$ cat src/rtl/memory_pkg.sv
// Shared word-width defaults and FSM state encoding for the serializer and
// the memoryunit that consumes its data/sl stream.
package memory_pkg;
  localparam int WIDTH_DEF = 16;
  localparam int SL_W_DEF  = $clog2(WIDTH_DEF);

  typedef enum logic [1:0] {
    ST_IDLE  = 2'd0,
    ST_SHIFT = 2'd1,
    ST_DONE  = 2'd2
  } state_t;
endpackage

$ cat src/rtl/sl_counter.sv
// Bit-index counter: clears on accept, advances when enabled, wraps after LAST.
module sl_counter
  import memory_pkg::*;
#(
  parameter int SL_W = SL_W_DEF,
  parameter int LAST = WIDTH_DEF - 1
) (
  input  logic            reclk,
  input  logic            rst,
  input  logic            clr,
  input  logic            en,
  output logic [SL_W-1:0] sl,
  output logic            wrap
);

  logic [SL_W-1:0] sl_reg;

  // wrap flags the advancing edge that leaves the last bit position
  assign wrap = en && (sl_reg == SL_W'(LAST));
  assign sl   = sl_reg;

  always_ff @(posedge reclk or negedge rst) begin
    if (!rst) begin
      sl_reg <= '0;
    end else if (clr) begin
      sl_reg <= '0;
    end else if (en) begin
      sl_reg <= wrap ? '0 : sl_reg + 1'b1;
    end
  end

endmodule

$ cat src/rtl/memory_reader.sv
// Parallel-to-serial reader: latches a word on accept and presents it LSB first,
// selecting bits by index rather than shifting, with stall and end-of-frame pulse.
module memory_reader
  import memory_pkg::*;
#(
  parameter int WIDTH = WIDTH_DEF,
  parameter int SL_W  = SL_W_DEF
) (
  input  logic             reclk,
  input  logic             rst,
  input  logic             load,
  input  logic [WIDTH-1:0] din,
  input  logic             hold,
  output logic             ready,
  output logic             data,
  output logic [SL_W-1:0]  sl,
  output logic             valid,
  output logic             done
);

  state_t           state_reg;
  state_t           state_next;
  logic [WIDTH-1:0] shreg_reg;
  logic             accept;
  logic             advance;
  logic             wrap;
  logic             in_shift;

  assign in_shift = (state_reg == ST_SHIFT);
  assign ready    = !in_shift;
  assign accept   = load && ready;
  assign advance  = in_shift && !hold;

  sl_counter #(
    .SL_W (SL_W),
    .LAST (WIDTH - 1)
  ) u_sl_counter (
    .reclk (reclk),
    .rst   (rst),
    .clr   (accept),
    .en    (advance),
    .sl    (sl),
    .wrap  (wrap)
  );

  always_ff @(posedge reclk or negedge rst) begin
    if (!rst) begin
      state_reg <= ST_IDLE;
      shreg_reg <= '0;
    end else begin
      state_reg <= state_next;
      if (accept) begin
        shreg_reg <= din;
      end
    end
  end

  always_comb begin
    state_next = state_reg;
    case (state_reg)
      ST_IDLE:  if (accept) state_next = ST_SHIFT;
      ST_SHIFT: if (wrap) state_next = ST_DONE;
      ST_DONE:  state_next = accept ? ST_SHIFT : ST_IDLE;
      default:  state_next = ST_IDLE;
    endcase
  end

  // the word is never shifted; sl alone picks the live bit
  assign data  = in_shift ? shreg_reg[sl] : 1'b0;
  assign valid = advance;
  assign done  = (state_reg == ST_DONE);

endmodule

$ cat config.mk
export PLATFORM = sky130hd
export DESIGN_NAME = memory_reader
export DESIGN_NICKNAME = d
export VERILOG_FILES = /design/src/rtl/memory_pkg.sv /design/src/rtl/sl_counter.sv /design/src/rtl/memory_reader.sv
export SDC_FILE = /design/constraint.sdc
export NUM_CORES = 1
export LEC_CHECK = 0
export ABC_AREA = 1
export CAP_MARGIN = 0
export CORE_MARGIN = 10
export CORE_UTILIZATION = 43
export CTS_CLUSTER_SIZE = 16
export DETAILED_ROUTE_END_ITERATION = 8
export PLACE_DENSITY = 0.74
export SLEW_MARGIN = 40
export SYNTH_ARGS = -nofsm -noshare
export SYNTH_HDL_FRONTEND = slang
export SYNTH_SLANG_ARGS = --single-unit
$ cat constraint.sdc
create_clock -name reclk -period 1.15 [get_ports reclk]
set_clock_uncertainty 0.1 [all_clocks]
set_input_delay 0.23 -clock reclk [delete_from_list [all_inputs] [get_ports reclk]]
set_output_delay 0.23 -clock reclk [all_outputs]
set_load 0.1 [all_outputs]
== Word level (Yosys, flattened, before mapping) ==
Index checks and enable logic that the tools add are counted.
Storage, ports and cells
  bits in registers: 22
  output and inout port bits: 8
  word-level logic and storage cells: 28
Operators by class
  add/sub/neg operators: 1
  eq/ne operators: 5
  multiplexer cells: 10
  magnitude comparators: 1
  reduce and logical (&&, ||, !) cells: 8
Operators with widths (count)
  $mux 4: 3
  $pmux 2 s3: 1
  $lt 4x5->1 const B: 1
  $add 4x1->4 const B: 1
  $bmux 1 s4: 1
  $eq 4x4->1 const B: 1
  $mux 2: 2
  $logic_and 1x1->1: 3
  $mux 1: 3
  $eq 2x1->1 const B: 1
  $eq 2x2->1 const B: 1
  $logic_not 1->1: 2
  $logic_not 2->1: 1
  $ne 2x1->1 const B: 1
  $ne 2x2->1 const B: 1
  $reduce_and 2->1: 1
  $reduce_bool 2->1: 1

== Logic depth before layout (Yosys ltp) ==
Gate-level depths: netlist of run 1.
  depth in word-level cells: 6
  depth in mapped cells: 7
  gate-level depth less buffers: 6

== Cells and area by module ==
A second synthesis of run 1 with hierarchy kept.
Second synthesis, totals
  cells, all modules: 148
  area total of the unflattened synthesis: 1143.6 µm²
By module, submodules not included
  memory_reader: area an instance 912.1 µm², cells an instance 118, instances 1
  sl_counter: area an instance 231.5 µm², cells an instance 30, instances 1

== Worst setup path before layout of run 1 ==
OpenSTA, ideal clock, no wires.
  path kind: register to output
  start: register u_sl_counter.sl_reg[0], in the netlist u_sl_counter.sl[0]
  end: output port data
  arrival time: 3051 ps
  setup slack: -2231 ps
  buffers on the path: 0
  cell stages (with the launch flop): 7
  cells stage by stage: dfrtp_1 -> inv_1 -> nand2_1 -> nand3_1 -> nand3_1 -> nand3_1 -> a21oi_1
Between the ends
  word-level cells in the longest chain between the ends: 3
Ends and longest elaborated chain
  start: declaration: line sl_counter.sv:16  | logic [SL_W-1:0] sl_reg;
  start signal: assignment: line sl_counter.sv:28  | sl_reg <= wrap ? '0 : sl_reg + 1'b1;
  $bmux 1 s4: line memory_reader.sv:69  | assign data = in_shift ? shreg_reg[sl] : 1'b0;
  $mux 1 (not written as such): line memory_reader.sv:69
  $mux 1: line memory_reader.sv:69
  end: declaration: line memory_reader.sv:15  | output logic data,
Every way passes these cells. The select of a mux whose other input is x is not followed.

== Worst setup path in the final report of run 1 ==
Same ends and word-level chain as after synthesis.

==> flow_summary_export.csv, run 1 <==
group,metric,value,unit
clock_network,cts_root_buf,"clkbuf_4",
clock_network,cts.sinks,22,
layout,diodes,0,
timing,period_needed,2.16,ns
layout,stdcell_count,235,
synthesis,synthCells,130,
timing,finalSetupViolCount,30,
placed_design,dp_cells,217,
layout,largest_reg_flops,16,
synthesis,synth_seq_cells,22,
synthesis,yosysWarningCount,0,
run_status,status,"finished with violations",
timing,slew_violations,0,
worst_setup_path,worstSetupPathType,"reg2out",
floorplan,start_util,45.4,%
detailed_routing,wire_per_inst,24.3,microns
layout,syn_to_final_growth,108,%
synthesis,synth.avg_cell_area,8.65,sq um
layout,final_util,94.5,%
grt,grt-ovfl-total,0,
worst_setup_path,crit_buf_inv,2,
layout,design_area,2340,sq um
clock_network,insertion_delay,0.32,ns
grt,track_usage,18.9,%
synthesis,synth_seq_area_share,48.9,%
clock_network,cts_max_path_buffers,2,
timing,setup_ws,-1.01,ns
detailed_routing,vias_per_cell,5.76,
layout,layout_commonest_cell,"buf_4",
grt,grt_antenna_before_repair,0,
floorplan,die_area,5060,sq um
clock_network,numCtsBuffers,3,
placed_design,gp_congestion,0.923,
floorplan,die_h,71.1,microns
worst_setup_path,worst_path_dominant_cell_family,"simple AND/OR/NAND/NOR gates",
pwr,power.density,3240,nW/um^2
min_path,hold_path.class,"in2async",
worst_setup_path,critical_path.max_fanout,7,
layout,nets,227,
worst_setup_path,endpoint_kind,"output port",
worst_setup_path,cp.arrival,1.83,ns
placed_design,dp_hpwl,2550,microns
layout,final_cell_mix,"buf_4 (29), clkdlybuf4s50_1 (19), dfrtp_1 (17), nor2_4 (16), inv_1 (15)",
detailed_routing,dr.pass1.iters,4,
timing,slew_headroom,71.8,%
worst_setup_path,cp_cell_sequence,"buf_8 > nor2_1 > nor2_1 > nand2_1 > nand3_2 > nand3_2 > a21oi_4 > buf_12",
grt,grt_pass1_wl,7590,microns
synthesis,syn_nets,151,
worst_setup_path,critPathLaunchType,"register",
pwr,p_leak,1.07,nW
clock_network,tritoncts,"done",
floorplan,ios,28,
timing,rsz0062_at_grt,"yes",
timing,hold_viol,0,
synthesis,netlist_area,1120,sq um
grt,grt_start_max_net_pins,23,
clock_network,clk_pin_slew_worst_paths,0.14,ns
worst_setup_path,cp.required,0.82,ns
placed_design,portBuffers,27,
run,max-cap-violations,0,
detailed_routing,drt-initial-drc-count,162,
detailed_routing,wirelength,5720,microns
synthesis,synth.distinct_cells,18,
run_status,violations,"negative setup slack",
timing,period_share,188,%
grt,grt_pass1_vias,1456,
clock_network,h-tree-depth,1,
pwr,power.total,0.00759,W
placed_design,postPlaceCellArea,1830,sq um
timing,worst_pin_slew,0.421,ns
floorplan,fp-row-count,18,
placed_design,place_ws,-0.520,ns
worst_setup_path,critPathSlowestCell,"dfrtp_4",
worst_setup_path,cp_slowest_stage_delay,0.46,ns
floorplan,core,2480,sq um
detailed_routing,drc,0,
floorplan,die_w,71.1,microns
detailed_routing,ant_nets,0,
detailed_routing,vias,1354,
pwr,ir_worst_vdd,0.00335,V
timing,max_freq,0.462,GHz
layout,drive_gt1_share,62.9,%
where the power goes:
part	total [W]	switching (W)	internal, W
Sequential	0.00145	0.000300	0.00115
Clock	0.000622	0.000269	0.000353
Combinational	0.00552	0.00305	0.00247
stage by stage:
step	setup TNS (ns)	hold slack (ns)
after floorplan	-7.30	-0.166
after global placement	-7.00	0.487
after detailed placement	-7.86	0.483
after CTS	-7.93	0.142
after global routing	-11.15	0.137
final	-10.64	0.137
cells by family (layout without fill, tap and decap cells):
kind of cell	Yosys count	in the layout	synth area share, %
multiplexers	4	4	5.34
buffers and inverters	25	99	11.9
adder cells (fa/ha/maj)	1	1	1.11
flip-flops	22	22	48.9
AO/OA/AOI/OAI	20	20	9.57
AND/OR/NAND/NOR	58	59	23.1
synthesized netlist by cell type, drive strengths merged:
| cell type | count | area (sq um) |
|---|---|---|
| a21oi | 13 | 65.1 |
| buf | 5 | 58.8 |
| dfrtp | 22 | 551 |
| ha | 1 | 12.5 |
| inv | 20 | 75.1 |
| mux2 | 4 | 60.1 |
| nand2 | 22 | 97.6 |
| nand3 | 12 | 60.1 |
| nor2 | 24 | 103 |
| o211ai | 1 | 7.51 |
| o21ai | 4 | 20.0 |
| o22ai | 1 | 6.26 |
| o32ai | 1 | 8.76 |
cell type report:
cell class / count / area [sq um]
Clock buffer: 3 / 22.5
Clock inverter: 1 / 30.0
Fill cell: 67 / 136
Inverter: 20 / 82.6
Multi-Input combinational cell: 84 / 774
Sequential cell: 22 / 562
Tap cell: 30 / 37.5
Timing Repair Buffer: 75 / 832
layer usage:
metal | share of wire, % | vias to the layer above | GRT usage (%)
met5 | 0 | - | 0
met4 | 5.8 | 0 | 11.8
met3 | 9.5 | 34 | 4.18
met2 | 52 | 99 | 31.7
met1 | 33 | 660 | 21.0
li1 | - | 561 | -
worst reg2reg max path, cell delays in order (launching register included):
cell and delay (ns):
dfrtp_4 0.52, buf_6 0.15, buf_6 0.13, ha_4 0.17, nand2_4 0.08, inv_4 0.05
o21ai_2 0.15, o211ai_1 0.10, o21ai_1 0.09
repair_timing:
action | 4_1_cts | 5_1_grt
gates resized for setup | 61 | 26
hold buffers | 0 | 0
setup endpoints to repair | 30 | 30
pin swaps | 13 | 12
buffers inserted | 9 | 6
gates cloned | 2 | 0
worst paths after layout:
kind	start	to	slack (ns)	depth (start not counted)
worst max-delay path	u_sl_counter.sl[0]$_DFFE_PN0P_	data	-1.01	8
worst min-delay path	rst	u_sl_counter.sl[2]$_DFFE_PN0P_	0.14	2
worst max register to register	u_sl_counter.sl[0]$_DFFE_PN0P_	u_sl_counter.sl[3]$_DFFE_PN0P_	-0.44	8
worst min register to register	shreg_reg[12]$_DFFE_PN0N_	shreg_reg[12]$_DFFE_PN0N_	0.53	2
max in group asynchronous	rst	u_sl_counter.sl[1]$_DFFE_PN0P_	0.66	2
min in group reclk	din[13]	shreg_reg[13]$_DFFE_PN0N_	0.43	3
(Power assumes the default switching activity.)
==> run 2: changes to the inputs <==
--- a/config.mk
+++ b/config.mk
@@ -12,6 +12,7 @@
 export CTS_CLUSTER_SIZE = 16
 export DETAILED_ROUTE_END_ITERATION = 8
 export PLACE_DENSITY = 0.74
+export SETUP_SLACK_MARGIN = 0.15
 export SLEW_MARGIN = 40
 export SYNTH_ARGS = -nofsm -noshare
 export SYNTH_HDL_FRONTEND = slang
==> flow_summary_export.csv, run 2 (synthesis results as in run 1) <==
group,metric,value,unit
clock_network,h-tree-depth,1,
layout,syn_to_final_growth,106,%
floorplan,start_util,45.4,%
timing,hold_viol,0,
layout,largest_reg_flops,16,
pwr,power.density,3230,nW/um^2
grt,grt_pass1_wl,7360,microns
clock_network,numCtsBuffers,3,
placed_design,dp_hpwl,2490,microns
worst_setup_path,cp_slowest_stage_delay,0.48,ns
floorplan,die_area,5060,sq um
layout,nets,226,
layout,design_area,2320,sq um
pwr,p_leak,1.07,nW
layout,nFillCells,73,
pwr,power.total,0.00750,W
worst_setup_path,cp_cell_sequence,"buf_8 > nor2_1 > nor2_1 > nand2_1 > nand3_2 > nand3_2 > a21oi_4 > buf_12",
detailed_routing,ant_nets,0,
detailed_routing,wire_per_inst,23.4,microns
run_status,status,"finished with violations",
worst_setup_path,cp.arrival,1.78,ns
grt,grt_pass1_vias,1463,
timing,period_share,184,%
layout,regArea,567,sq um
detailed_routing,drc,0,
placed_design,gp_congestion,0.965,
detailed_routing,drt-initial-drc-count,140,
clock_network,cts_root_buf,"clkbuf_4",
timing,period_needed,2.11,ns
floorplan,core,2480,sq um
layout,diodes,0,
timing,setup_ws,-0.960,ns
timing,slew_headroom,69.9,%
grt,grt_antenna_before_repair,0,
placed_design,postPlaceCellArea,1820,sq um
floorplan,ios,28,
worst_setup_path,reg2reg_from,"u_sl_counter.sl[0]$_DFFE_PN0P_",
timing,max_freq,0.474,GHz
worst_setup_path,endpoint_kind,"output port",
worst_setup_path,reg2regPathDepth,9,
run,max-cap-violations,0,
clock_network,tritoncts,"done",
grt,track_usage,18.0,%
detailed_routing,dr.pass1.iters,4,
timing,slew_violations,0,
run_status,violations,"negative setup slack",
placed_design,portBuffers,27,
floorplan,fp-row-count,18,
min_path,hold_path.class,"in2async",
grt,grt-ovfl-total,0,
layout,final_cell_mix,"buf_4 (29), clkdlybuf4s50_1 (18), dfrtp_1 (17), inv_1 (16), nor2_4 (14)",
placed_design,place_ws,-0.502,ns
clock_network,cts_max_path_buffers,2,
clock_network,insertion_delay,0.31,ns
clock_network,cts.sinks,22,
worst_setup_path,r2r_end,"u_sl_counter.sl[3]$_DFFE_PN0P_",
detailed_routing,vias_per_cell,5.67,
floorplan,die_h,71.1,microns
worst_setup_path,critPathSlowestCell,"dfrtp_4",
pwr,ir_worst_vdd,0.00296,V
layout,layout_commonest_cell,"buf_4",
timing,finalSetupViolCount,30,
clock_network,clk_pin_slew_worst_paths,0.15,ns
worst_setup_path,r2r_slack,-0.58,ns
grt,grt_start_max_net_pins,23,
layout,stdcell_count,234,
placed_design,dp_cells,215,
worst_setup_path,cp.required,0.82,ns
worst_setup_path,critical_path.max_fanout,6,
worst_setup_path,worstSetupPathType,"reg2out",
detailed_routing,vias,1326,
layout,drive_gt1_share,65.2,%
timing,worst_pin_slew,0.452,ns
layout,multi_input_area,763,sq um
floorplan,die_w,71.1,microns
worst_setup_path,critPathLaunchType,"register",
timing,rsz0062_at_grt,"yes",
detailed_routing,wirelength,5470,microns
## run 2: cell count changes in the layout (fill, tap and decap cells not counted), sizes merged
cell	delta
clkdlybuf4s50	-1
dlygate4sd2	+1
buf	-1
## run 2: worst max-delay path by stage
stage / startpoint / to / slack (ns) / depth (start not counted)
floorplan: u_sl_counter.sl[1]$_DFFE_PN0P_ / data / -0.89 / 6
finish: u_sl_counter.sl[0]$_DFFE_PN0P_ / data / -0.96 / 8
global route: u_sl_counter.sl[0]$_DFFE_PN0P_ / data / -1.0 / 8
detailed placement: u_sl_counter.sl[0]$_DFFE_PN0P_ / data / -0.50 / 7
CTS: u_sl_counter.sl[0]$_DFFE_PN0P_ / data / -0.81 / 7
global placement: u_sl_counter.sl[0]$_DFFE_PN0P_ / data / -0.43 / 7
## run 2: report_power, final
part	switching, W	total [W]	leakage, nW	internal [W]
clock	0.000269	0.000621	0.0279	0.000352
combinational	0.00301	0.00540	0.796	0.00240
sequential	0.000314	0.00147	0.245	0.00116
total	0.00359	0.00750	1.07	0.00391
## run 2: layer usage
layer / vias to the layer above / share of wire, % / global-route usage, %
li1: 560 / - / -
met1: 647 / 37 / 19.8
met2: 89 / 50 / 32.6
met3: 30 / 8.5 / 3.91
met4: 0 / 5.2 / 6.88
met5: - / 0 / 0
## run 2: area by class of cell
cell class	instances	share of cell area, %
clock buffer	3	0.971
clock inverter	1	1.30
inverter	20	3.24
multi-input combinational	84	32.9
sequential	22	24.4
tap	30	1.62
timing repair buffer	74	35.5
## run 2: metrics by stage
stage	util (%)	setup TNS [ns]	hold slack [ns]
after global placement	73.4	-6.90	0.490
after global routing	93.6	-10.89	0.128
after floorplan	-	-7.29	-0.166
final	93.6	-10.21	0.139
after CTS	89.2	-7.02	0.149
after detailed placement	73.4	-8.01	0.480
## run 2: repair_timing
| item | CTS | global route |
|---|---|---|
| setup buffers | 7 | 5 |
| cloned | 3 | 0 |
| hold endpoints to repair | 0 | 0 |
| pin swaps | 17 | 13 |
| setup endpoints to repair | 30 | 30 |
| resized for setup | 59 | 20 |
| hold buffers | 0 | 0 |
## run 2: worst max-delay path, delay by kind of cell (launching register included)
kind | cells | cell delay [ns]
flip-flops | 1 | 0.48
AND/OR/NAND/NOR | 5 | 0.45
buffers and inverters | 2 | 0.34
AO/OA/AOI/OAI | 1 | 0.20
==> run 3: changes to the inputs <==
--- a/config.mk
+++ b/config.mk
@@ -8,7 +8,7 @@
 export ABC_AREA = 1
 export CAP_MARGIN = 0
 export CORE_MARGIN = 10
-export CORE_UTILIZATION = 43
+export CORE_UTILIZATION = 45
 export CTS_CLUSTER_SIZE = 16
 export DETAILED_ROUTE_END_ITERATION = 8
 export PLACE_DENSITY = 0.74
==> constraint.sdc (replaced) <==
create_clock -name reclk -period 2.25 [get_ports reclk]
set_clock_uncertainty 0.1 [all_clocks]
set_input_delay 0.45 -clock reclk [delete_from_list [all_inputs] [get_ports reclk]]
set_output_delay 0.45 -clock reclk [all_outputs]
set_load 0.1 [all_outputs]
==> flow_summary_export.csv, run 3 (synthesis results as in run 1) <==
group,metric,value,unit
pwr,power.density,1620,nW/um^2
detailed_routing,drc,0,
worst_setup_path,cp.depth,8,
layout,drive_gt1_share,30.6,%
pwr,power.total,0.00257,W
grt,grt_start_max_net_pins,30,
worst_setup_path,cp_cell_sequence,"buf_12 > nor2_1 > nor2_1 > nand2_1 > nand3_2 > nand3_2 > a21oi_4 > buf_12",
worst_setup_path,r2r_slack,0.57,ns
timing,worst_pin_slew,0.314,ns
floorplan,start_util,46.2,%
timing,hold_viol,0,
worst_setup_path,reg2reg_from,"u_sl_counter.sl[0]$_DFFE_PN0P_",
worst_setup_path,critical_path.max_fanout,7,
worst_setup_path,worst_path_dominant_cell_family,"flip-flops",
timing,period_needed,2.20,ns
worst_setup_path,cp_slowest_stage_delay,0.52,ns
timing,finalSetupViolCount,0,
timing,slew_violations,0,
layout,design_area,1590,sq um
clock_network,hold_buffers,0,
layout,syn_to_final_growth,41.0,%
worst_setup_path,critPathSlowestCell,"dfrtp_4",
worst_setup_path,critPathLaunchType,"register",
detailed_routing,wirelength,2610,microns
clock_network,cts.sinks,22,
detailed_routing,dr.pass1.iters,4,
placed_design,postPlaceCellArea,1440,sq um
layout,nets,182,
min_path,hold_path.class,"in2async",
layout,final_cell_mix,"nor2_1 (20), inv_1 (19), clkdlybuf4s50_1 (19), dfrtp_1 (18)",
detailed_routing,vias_per_cell,5.12,
grt,grt_antenna_before_repair,0,
timing,rsz0062_at_grt,"yes",
grt,grt_pass1_wl,4510,microns
floorplan,die_h,70.0,microns
run,max-cap-violations,0,
layout,layout_commonest_cell,"nor2_1",
layout,largest_reg_flops,16,
floorplan,ios,28,
placed_design,dp_cells,183,
grt,grt-ovfl-total,0,
worst_setup_path,cp.arrival,1.65,ns
floorplan,die_w,70.0,microns
detailed_routing,vias,972,
layout,nFillCells,201,
layout,diodes,0,
clock_network,insertion_delay,0.31,ns
worst_setup_path,endpoint_kind,"output port",
detailed_routing,drt-initial-drc-count,87,
clock_network,h-tree-depth,1,
detailed_routing,ant_nets,0,
timing,slew_headroom,79.0,%
worst_setup_path,cp-startpoint,"u_sl_counter.sl[0]$_DFFE_PN0P_",
placed_design,gp_congestion,0.936,
layout,stdcell_count,190,
timing,setup_tns,0,ns
run_status,status,"finished clean",
worst_setup_path,crit_buf_inv,2,
worst_setup_path,r2r_end,"u_sl_counter.sl[3]$_DFFE_PN0P_",
floorplan,fp-row-count,18,
placed_design,portBuffers,27,
placed_design,dp_hpwl,1860,microns
timing,max_freq,0.454,GHz
floorplan,core,2430,sq um
timing,period_share,97.8,%
detailed_routing,wire_per_inst,13.7,microns
clock_network,tritoncts,"done",
worst_setup_path,reg2regPathDepth,8,
clock_network,cts_root_buf,"clkbuf_4",
pwr,ir_worst_vdd,0.00135,V
grt,track_usage,10.7,%
worst_setup_path,cp.required,1.70,ns
grt,grt_pass1_vias,1055,
clock_network,clk_pin_slew_worst_paths,0.12,ns
clock_network,numCtsBuffers,3,
floorplan,die_area,4900,sq um
clock_network,cts_max_path_buffers,2,
worst_setup_path,endpoint,"data",
timing,holdWs,0.272,ns
worst_setup_path,worstSetupPathType,"reg2out",
pwr,p_leak,0.767,nW
## run 3: changes by cell type in the layout (fill, tap and decap cells not counted), moves of 4 or more
cell and delta:
buf_4 -23, nor2_1 +16, buf_6 -13, nor2_4 -13, a21oi_1 +12, a21oi_2 -12, buf_12 -5, inv_2 -4
o21ai_0 +4
## run 3: repair_timing
item	in CTS	in global routing
buffers inserted	3	0
gates resized for setup	11	11
pin swaps	10	6
endpoints found under the setup margin	1	1
## run 3: cell type report
cell class | instances | area, sq um | area share [%]
clock buffers | 4 | 36.3 | 2.29
repair buffers | 31 | 350 | 22.1
inverters | 20 | 77.6 | 4.89
flip-flops and latches | 22 | 561 | 35.3
well taps | 30 | 37.5 | 2.37
multi-input cells | 83 | 524 | 33.0
## run 3: worst min-delay path by stage
stage                                    startpoint                             end  slack, ns  depth (start not counted)
final                                           rst  u_sl_counter.sl[1]$_DFFE_PN0P_       0.27                          1
after global routing                            rst  u_sl_counter.sl[1]$_DFFE_PN0P_       0.28                          1
after CTS                                       rst  u_sl_counter.sl[0]$_DFFE_PN0P_       0.28                          1
after detailed placement  shreg_reg[12]$_DFFE_PN0N_       shreg_reg[12]$_DFFE_PN0N_       0.41                          1
after global placement     shreg_reg[1]$_DFFE_PN0N_        shreg_reg[1]$_DFFE_PN0N_       0.40                          2
after floorplan                                 rst        shreg_reg[0]$_DFFE_PN0N_       0.05                          0
## run 3: layer usage
layer | GRT usage (%) | vias to the layer above | routed length, microns
li1 | - | 473 | -
met1 | 12.1 | 452 | 1120
met2 | 19.0 | 34 | 1290
met3 | 1.27 | 13 | 99
met4 | 5.48 | 0 | 99
met5 | 0 | - | 0
## run 3: power breakdown
part	leakage (nW)	internal (W)	total, W	switching (W)
sequential	0.246	0.000585	0.000719	0.000134
combinational	0.500	0.000588	0.00163	0.00104
clock	0.0210	0.0000988	0.000218	0.000119
total	0.767	0.00127	0.00257	0.00130
## run 3: through the flow
step	util (%)	worst slack (ns)
3_5_place_dp	59.2	0.380
4_1_cts	63.6	0.0841
6_report	65.2	0.0494
2_1_floorplan	-	-0.0179
3_3_place_gp	59.2	0.412
5_1_grt	65.2	-0.0121
